[src/rtl/mesh_pkg.sv]
// mesh_pkg: shared definitions for the mesh row link.
//   PACKET_WIDTH_DEF : default flit width
//   ptr_w(depth)     : FIFO pointer width (one extra wrap bit above the index)
//   occ_w(depth)     : occupancy field width (1 for passthrough)
//   col_lsb(c, w)    : LSB of column c inside a packed per-column vector
package mesh_pkg;

  localparam int PACKET_WIDTH_DEF = 64;

  function automatic int ptr_w(input int depth);
    return (depth < 2) ? 1 : $clog2(depth) + 1;
  endfunction

  function automatic int occ_w(input int depth);
    return (depth == 0) ? 1 : $clog2(depth + 1);
  endfunction

  function automatic int col_lsb(input int col, input int width);
    return col * width;
  endfunction

endpackage

[src/rtl/link_fifo.sv]
// link_fifo: one elastic channel of the mesh row link (DEPTH power of two >= 2).
//   clk, reset (async, active-low)
//   si/di/ro : upstream send, data, ready
//   so/dout/ri : downstream send, data, ready
//   occ      : number of buffered flits
// Every output decodes from registers only, so no ready/send path crosses
// the stage combinationally.
module link_fifo
  import mesh_pkg::*;
#(
  parameter  int PACKET_WIDTH = PACKET_WIDTH_DEF,
  parameter  int DEPTH        = 2,
  localparam int OCC_W        = occ_w(DEPTH)
) (
  input  logic                    clk,
  input  logic                    reset,
  input  logic                    si,
  input  logic [PACKET_WIDTH-1:0] di,
  output logic                    ro,
  output logic                    so,
  output logic [PACKET_WIDTH-1:0] dout,
  input  logic                    ri,
  output logic [OCC_W-1:0]        occ
);

  localparam int PW = ptr_w(DEPTH);
  localparam int IW = PW - 1;

  logic [PW-1:0]           wr_ptr;
  logic [PW-1:0]           rd_ptr;
  logic [PACKET_WIDTH-1:0] mem [DEPTH];

  logic full;
  logic empty;
  logic push;
  logic pop;

  // Pointers run modulo 2*DEPTH; the MSB distinguishes full from empty.
  assign full  = (wr_ptr[PW-1] != rd_ptr[PW-1]) && (wr_ptr[IW-1:0] == rd_ptr[IW-1:0]);
  assign empty = (wr_ptr == rd_ptr);

  assign ro   = ~full;
  assign so   = ~empty;
  assign dout = mem[rd_ptr[IW-1:0]];
  assign occ  = wr_ptr - rd_ptr;

  assign push = si & ro;
  assign pop  = so & ri;

  always_ff @(posedge clk or negedge reset) begin
    if (!reset) begin
      wr_ptr <= '0;
      rd_ptr <= '0;
      // Storage is cleared too so the head data reads as zero out of reset.
      for (int i = 0; i < DEPTH; i++) begin
        mem[i] <= '0;
      end
    end else begin
      if (push) begin
        mem[wr_ptr[IW-1:0]] <= di;
        wr_ptr              <= wr_ptr + PW'(1);
      end
      if (pop) begin
        rd_ptr <= rd_ptr + PW'(1);
      end
    end
  end

endmodule

[src/rtl/mesh_row_link.sv]
// mesh_row_link: buffered vertical link between two adjacent mesh rows.
//   clk, reset (async, active-low)
//   s2n_* : lower row -> upper row channel per column (si/di in, ro out,
//           so/do out, ri in)
//   n2s_* : upper row -> lower row channel per column, same roles
//   s2n_occ / n2s_occ : per-column occupancy, OCC_W bits per column
// Column c uses bit c of 1-bit vectors and bits [c*PACKET_WIDTH +: PACKET_WIDTH]
// of data vectors. DEPTH=0 turns every channel into plain wiring.
module mesh_row_link
  import mesh_pkg::*;
#(
  parameter int NUM_COLS     = 4,
  parameter int PACKET_WIDTH = PACKET_WIDTH_DEF,
  parameter int DEPTH        = 2,
  parameter int OCC_W        = occ_w(DEPTH)
) (
  input  logic                             clk,
  input  logic                             reset,
  input  logic [NUM_COLS-1:0]              s2n_si,
  input  logic [NUM_COLS*PACKET_WIDTH-1:0] s2n_di,
  output logic [NUM_COLS-1:0]              s2n_ro,
  output logic [NUM_COLS-1:0]              s2n_so,
  output logic [NUM_COLS*PACKET_WIDTH-1:0] s2n_do,
  input  logic [NUM_COLS-1:0]              s2n_ri,
  input  logic [NUM_COLS-1:0]              n2s_si,
  input  logic [NUM_COLS*PACKET_WIDTH-1:0] n2s_di,
  output logic [NUM_COLS-1:0]              n2s_ro,
  output logic [NUM_COLS-1:0]              n2s_so,
  output logic [NUM_COLS*PACKET_WIDTH-1:0] n2s_do,
  input  logic [NUM_COLS-1:0]              n2s_ri,
  output logic [NUM_COLS*OCC_W-1:0]        s2n_occ,
  output logic [NUM_COLS*OCC_W-1:0]        n2s_occ
);

  if (DEPTH == 0) begin : g_pass
    assign s2n_so  = s2n_si;
    assign s2n_do  = s2n_di;
    assign s2n_ro  = s2n_ri;
    assign n2s_so  = n2s_si;
    assign n2s_do  = n2s_di;
    assign n2s_ro  = n2s_ri;
    assign s2n_occ = '0;
    assign n2s_occ = '0;
  end else begin : g_fifo
    for (genvar gi = 0; gi < NUM_COLS; gi++) begin : g_col
      link_fifo #(
        .PACKET_WIDTH(PACKET_WIDTH),
        .DEPTH       (DEPTH)
      ) u_s2n (
        .clk  (clk),
        .reset(reset),
        .si   (s2n_si[gi]),
        .di   (s2n_di[col_lsb(gi, PACKET_WIDTH) +: PACKET_WIDTH]),
        .ro   (s2n_ro[gi]),
        .so   (s2n_so[gi]),
        .dout (s2n_do[col_lsb(gi, PACKET_WIDTH) +: PACKET_WIDTH]),
        .ri   (s2n_ri[gi]),
        .occ  (s2n_occ[col_lsb(gi, OCC_W) +: OCC_W])
      );

      link_fifo #(
        .PACKET_WIDTH(PACKET_WIDTH),
        .DEPTH       (DEPTH)
      ) u_n2s (
        .clk  (clk),
        .reset(reset),
        .si   (n2s_si[gi]),
        .di   (n2s_di[col_lsb(gi, PACKET_WIDTH) +: PACKET_WIDTH]),
        .ro   (n2s_ro[gi]),
        .so   (n2s_so[gi]),
        .dout (n2s_do[col_lsb(gi, PACKET_WIDTH) +: PACKET_WIDTH]),
        .ri   (n2s_ri[gi]),
        .occ  (n2s_occ[col_lsb(gi, OCC_W) +: OCC_W])
      );
    end
  end

endmodule

[config.mk]
export PLATFORM = sky130hd
export DESIGN_NAME = mesh_row_link
export DESIGN_NICKNAME = d
export VERILOG_FILES = /design/src/rtl/mesh_pkg.sv /design/src/rtl/link_fifo.sv /design/src/rtl/mesh_row_link.sv
export SDC_FILE = /design/constraint.sdc
export NUM_CORES = 1
export LEC_CHECK = 0
export CAP_MARGIN = 0
export CORE_AREA = 2 2 421 423
export DETAILED_ROUTE_END_ITERATION = 7
export DIE_AREA = 0 0 423 425
export PLACE_DENSITY_LB_ADDON = 0.25
export SLEW_MARGIN = 10
export SYNTH_ARGS = -nofsm -noshare
export SYNTH_HDL_FRONTEND = slang
export SYNTH_SLANG_ARGS = --single-unit
export TNS_END_PERCENT = 30
[constraint.sdc]
create_clock -name clk -period 2.74 [get_ports clk]
set_clock_uncertainty 0.05 [all_clocks]
set_input_delay 0.685 -clock clk [delete_from_list [all_inputs] [get_ports clk]]
set_output_delay 0.685 -clock clk [all_outputs]
set_load 0.05 [all_outputs]
; Word-level counts from Yosys, hierarchy flattened
; Cells that the tools add are included.
[word_totals]
out_inout_bits = 544
word_cells = 216
reg_bits = 1056
in_bits = 530
[op_classes]
bitwise = 48
eq_ne = 24
n_lt_le_gt_ge = 24
muxes = 48
add_sub_neg = 24
reduce_logical = 16
[op_table]
columns = op, count
row1 = $mux W64, 32
row2 = $bwmux W128, 8
row3 = $demux W64 S1, 8
row4 = $add A2 B1 Y2 const B, 16
row5 = $ge A2 B2 Y1 const B, 16
row6 = $not A1 Y2, 16
row7 = $and A1 B1 Y1, 16
row8 = $eq A2 B2 Y1, 8
row9 = $logic_and A1 B1 Y1, 16
row10 = $lt A2 B1 Y1 const B, 8
row11 = $not A1 Y1, 16
row12 = $sub A2 B2 Y2, 8
row13 = $eq A1 B1 Y1, 8
row14 = $ne A1 B1 Y1, 8

; Depth between registers and ports, before layout
[depth]
ltp_word = 6
mapped_depth = 8

; By module
; A second synthesis with hierarchy kept.
[hier_totals]
hier_cells = 2936
hier_area_um2 = 48486.5
[modules_own_cells]
columns = mod, cells_per_inst, area_per_inst_um2, n_inst
row1 = link_fifo, 367, 6060.8, 8

; Least setup slack after synthesis
; Ideal clock, no wire load.
[synth_path]
kind = flip-flop to flip-flop
startpoint = reg g_fifo.g_col[1].u_s2n.wr_ptr[0]
endpoint = reg g_fifo.g_col[1].u_s2n.mem[100] (netlist bit)
slack_ps = 540
n_path_buf = 3
arrival_time_ps = 2025
path_stages_with_launch = 9
setup_time_ps = 125
path_cell_list = dfrtp_1 inv_1 ha_1 buf_2 inv_1 o211a_1 buf_6 buf_6 mux2_2
[synth_between]
elab_chain_cells = 6
[synth_rtl]
columns = item, line
row1 = start: declaration, link_fifo.sv:29  ; logic [PW-1:0] wr_ptr;
row2 = start signal: assignment, link_fifo.sv:61  ; wr_ptr <= wr_ptr + PW'(1);
row3 = $not A1 Y2 (not written as such), link_fifo.sv:60  ; mem[wr_ptr[IW-1:0]] <= di;
row4 = $ge A2 B2 Y1 (not written as such) / $lt A2 B1 Y1 (equally long branches), link_fifo.sv:60
row5 = $logic_and A1 B1 Y1 (not written as such), link_fifo.sv:60
row6 = $mux W64 (not written as such), link_fifo.sv:60
row7 = $demux W64 S1, link_fifo.sv:60
row8 = $bwmux W128, link_fifo.sv:60
row9 = end signal: indexed assignment, link_fifo.sv:60
row10 = end: declaration, link_fifo.sv:31  ; logic [PACKET_WIDTH-1:0] mem [DEPTH];
; Parallel ways exist; a longest one is shown, timed or not.
; A chain may end at the register's enable or synchronous reset.

; Worst setup path in the final report
[layout_path]
startpoint = reg g_fifo.g_col[2].u_n2s.rd_ptr[0]
endpoint = out n2s_do[136]
[layout_between]
elab_chain_cells = 4
[layout_rtl]
columns = item, line
row1 = start: declaration, link_fifo.sv:30  ; logic [PW-1:0] rd_ptr;
row2 = start signal: assignment, link_fifo.sv:64  ; rd_ptr <= rd_ptr + PW'(1);
row3 = $not A1 Y2 (not written as such), link_fifo.sv:44  ; assign dout = mem[rd_ptr[IW-1:0]];
row4 = $mux W64 (not written as such) (3 in a row), link_fifo.sv:44
row5 = end: declaration, mesh_row_link.sv:29  ; output logic [NUM_COLS*PACKET_WIDTH-1:0] n2s_do,
; No other way between the ends. The select of a mux whose other input is x is not followed.

==> metrics.cfg <==
[grt]
use_met3 = 0.0464
use_met1 = 0.188
grt.met2_usage = 0.287
grt_max_degree = 92
grt_pass1_wl_um = 218000
grt_overflow = 0
grt.busiest_layer = met2
grt_usage = 0.163
grt_pass1_vias = 30800
antenna_found_initial = 29

[final_layout]
instances_no_fill = 6602
final_area_sq_um = 66300
multi_input_area_sq_um = 18900
fin_nets = 4681
fillers = 16700
final_cell_mix = 1478 x mux2_2, 1048 x dfrtp_1, 528 x clkdlybuf4s50_1
drive_gt1_frac = 0.587
layout_commonest_cell = mux2_2
fin_util = 0.378
syn2layout_area_growth_pct = 42.9
seq_area_sq_um = 26400

[logic_synthesis]
ys_types = 21
synth_sequential_area_ratio = 0.570
postSynthAreaPerCell_sq_um = 15.7
syn_nets = 3492
yosysWarnings = 0
yosysTopAreaCellShare = 0.570
synth_cells = 2954
synth_top_area_cell = dfrtp_1
ys_top_cells_by_area = dfrtp_1 57%, mux2_2 37%, buf_6 2.1%
synth_seq_cells = 1056
netlist_area_sq_um = 46400

[routing]
viasPerCell = 4.41
avgRoutedWirePerCell_um = 23.2
drt_iter0_markers = 1210
num_vias = 29100
first_pass_iters = 4
drc = 0
wirelength_um = 153000
ant_nets = 0

[critical_path]
endpoint_kind = output pin
worstSetupPathType = reg -> out
cp-start-kind = flip-flop
crit_required_ns = 2.01
crit_top_cell = buf_6
slowest_stage = dfrtp_4
crit_fanout = 5
critPathTopFamily = buffers and inverters
cp_num_buf_inv = 4
critPathMaxStageDelay_ns = 0.50
crit_chain = buf_12 > buf_6 > buf_6 > mux2_4 > buf_8
crit_arrival_ns = 2.14

[place]
place_area_sq_um = 59200
pre_cts_slack_ns = 0.226
gp_congestion = 0.825
hpwl_um = 109000
placedCellCount = 6284
portBuffers = 1073

[clock_network]
cts_buffers = 131
cts-root-buf = clkbuf_16
htree_levels = 4
clk_latency_ns = 0.77
cts_tree = yes
ctsLongestPathBuffers = 3
cts.sinks = 1056
cts.clk_slew.worst_paths_ns = 0.06

[sta]
max_slew_margin = 0.632
post-route-min-period_ns = 2.87
hold_viol = 0
setup_viol = 473
fmax_ghz = 0.348
slew_viol_final = 0
worst_pin_slew_ns = 0.551
rsz0062_at_grt = yes
finalCritPeriodShare = 1.05
final.setup.worst_slack_ns = -0.130

[floorplan]
die_h_um = 425
initial_utilization = 0.264
design.core.area_sq_um = 175000
die-area_sq_um = 180000
ios = 1074
die_x_um = 423
rows = 154

[status]
violations = setup timing
status = finished, violations left

[run]
max-cap-violations = 0

[hold_path]
hold_class = reg -> reg

==> final cells by class <==
cell class | instances | area share
Multi-Input combinational cell | 1700 | 0.284
Antenna cell | 19 | 0.000717
Timing Repair Buffer | 1237 | 0.202
Tap cell | 2340 | 0.0442
Clock buffer | 191 | 0.0586
Inverter | 17 | 0.00108
Clock inverter | 42 | 0.00955
Sequential cell | 1056 | 0.399
==> cell families after synthesis <==
kind of cell,synth area share
AOI/OAI and AO/OA,0.00774
xor gates and xnor gates,0.00756
adders and majority gates,0.00216
buffers and inverters,0.0331
DFF,0.570
muxes,0.376
and+or+nand+nor,0.00407
==> flip-flops by register name, indices dropped and copies added, names as in the netlist <==
signal	flops
g_fifo.g_col.u_s2n.rd_ptr	8
g_fifo.g_col.u_n2s.rd_ptr	8
g_fifo.g_col.u_s2n.mem	512
g_fifo.g_col.u_s2n.wr_ptr	8
g_fifo.g_col.u_n2s.mem	512
g_fifo.g_col.u_n2s.wr_ptr	8
==> worst paths after layout <==
check,startpoint,end,slack [ns],depth (start not counted)
setup reg to reg,g_fifo.g_col[3].u_s2n.rd_ptr[0]$_DFFE_PN0P_,g_fifo.g_col[3].u_s2n.mem[118]$_DFFE_PN0P_,0.42,7
hold / removal,g_fifo.g_col[2].u_s2n.wr_ptr[0]$_DFFE_PN0P_,g_fifo.g_col[2].u_s2n.wr_ptr[0]$_DFFE_PN0P_,0.44,1
min in group asynchronous,reset,g_fifo.g_col[0].u_n2s.mem[118]$_DFFE_PN0P_,0.49,2
max in group asynchronous,reset,g_fifo.g_col[1].u_s2n.rd_ptr[0]$_DFFE_PN0P_,1.27,3
hold reg to reg,g_fifo.g_col[2].u_s2n.wr_ptr[0]$_DFFE_PN0P_,g_fifo.g_col[2].u_s2n.wr_ptr[0]$_DFFE_PN0P_,0.44,1
setup / recovery,g_fifo.g_col[2].u_n2s.rd_ptr[0]$_DFFE_PN0P_,n2s_do[136],-0.13,5
==> cell usage after synthesis (all sizes together) <==
| cell | instances |
|---|---|
| nand2b | 2 |
| dfrtp | 1056 |
| xor2 | 8 |
| mux2i | 5 |
| a31oi | 3 |
| clkbuf | 18 |
| ha | 8 |
| xnor2 | 32 |
| nor2 | 7 |
| nand2 | 40 |
| o211a | 8 |
| a21oi | 14 |
| o21ai | 29 |
| mux2 | 1542 |
| inv | 17 |
| buf | 163 |
| o31ai | 2 |
==> metrics by stage <==
| stage | TNS [ns] | hold slack, ns |
|---|---|---|
| floorplan | 0 | 0.339 |
| global placement | 0 | 0.433 |
| detailed placement | 0 | 0.439 |
| CTS | -83.60 | 0.397 |
| global route | -75.77 | 0.447 |
| finish | -24.65 | 0.445 |
==> routing by layer <==
metal | part of all wire | wire, um
met5 | 0.00049 | 75
met1 | 0.39 | 60000
met4 | 0.027 | 4060
met2 | 0.53 | 80500
met3 | 0.056 | 8550
==> repair_timing <==
action | in CTS | in global routing
buffers inserted | 16 | 21
gates resized for setup | 193 | 256
hold endpoints to repair | 5 | 0
hold buffers | 1 | 0
endpoints found under the setup margin | 543 | 541
pin swaps | 0 | 2
gates cloned | 9 | 21
Power is left out: the tool's default activity adds up to more than one toggle a clock period on the data nets, which glitch-free logic cannot reach.
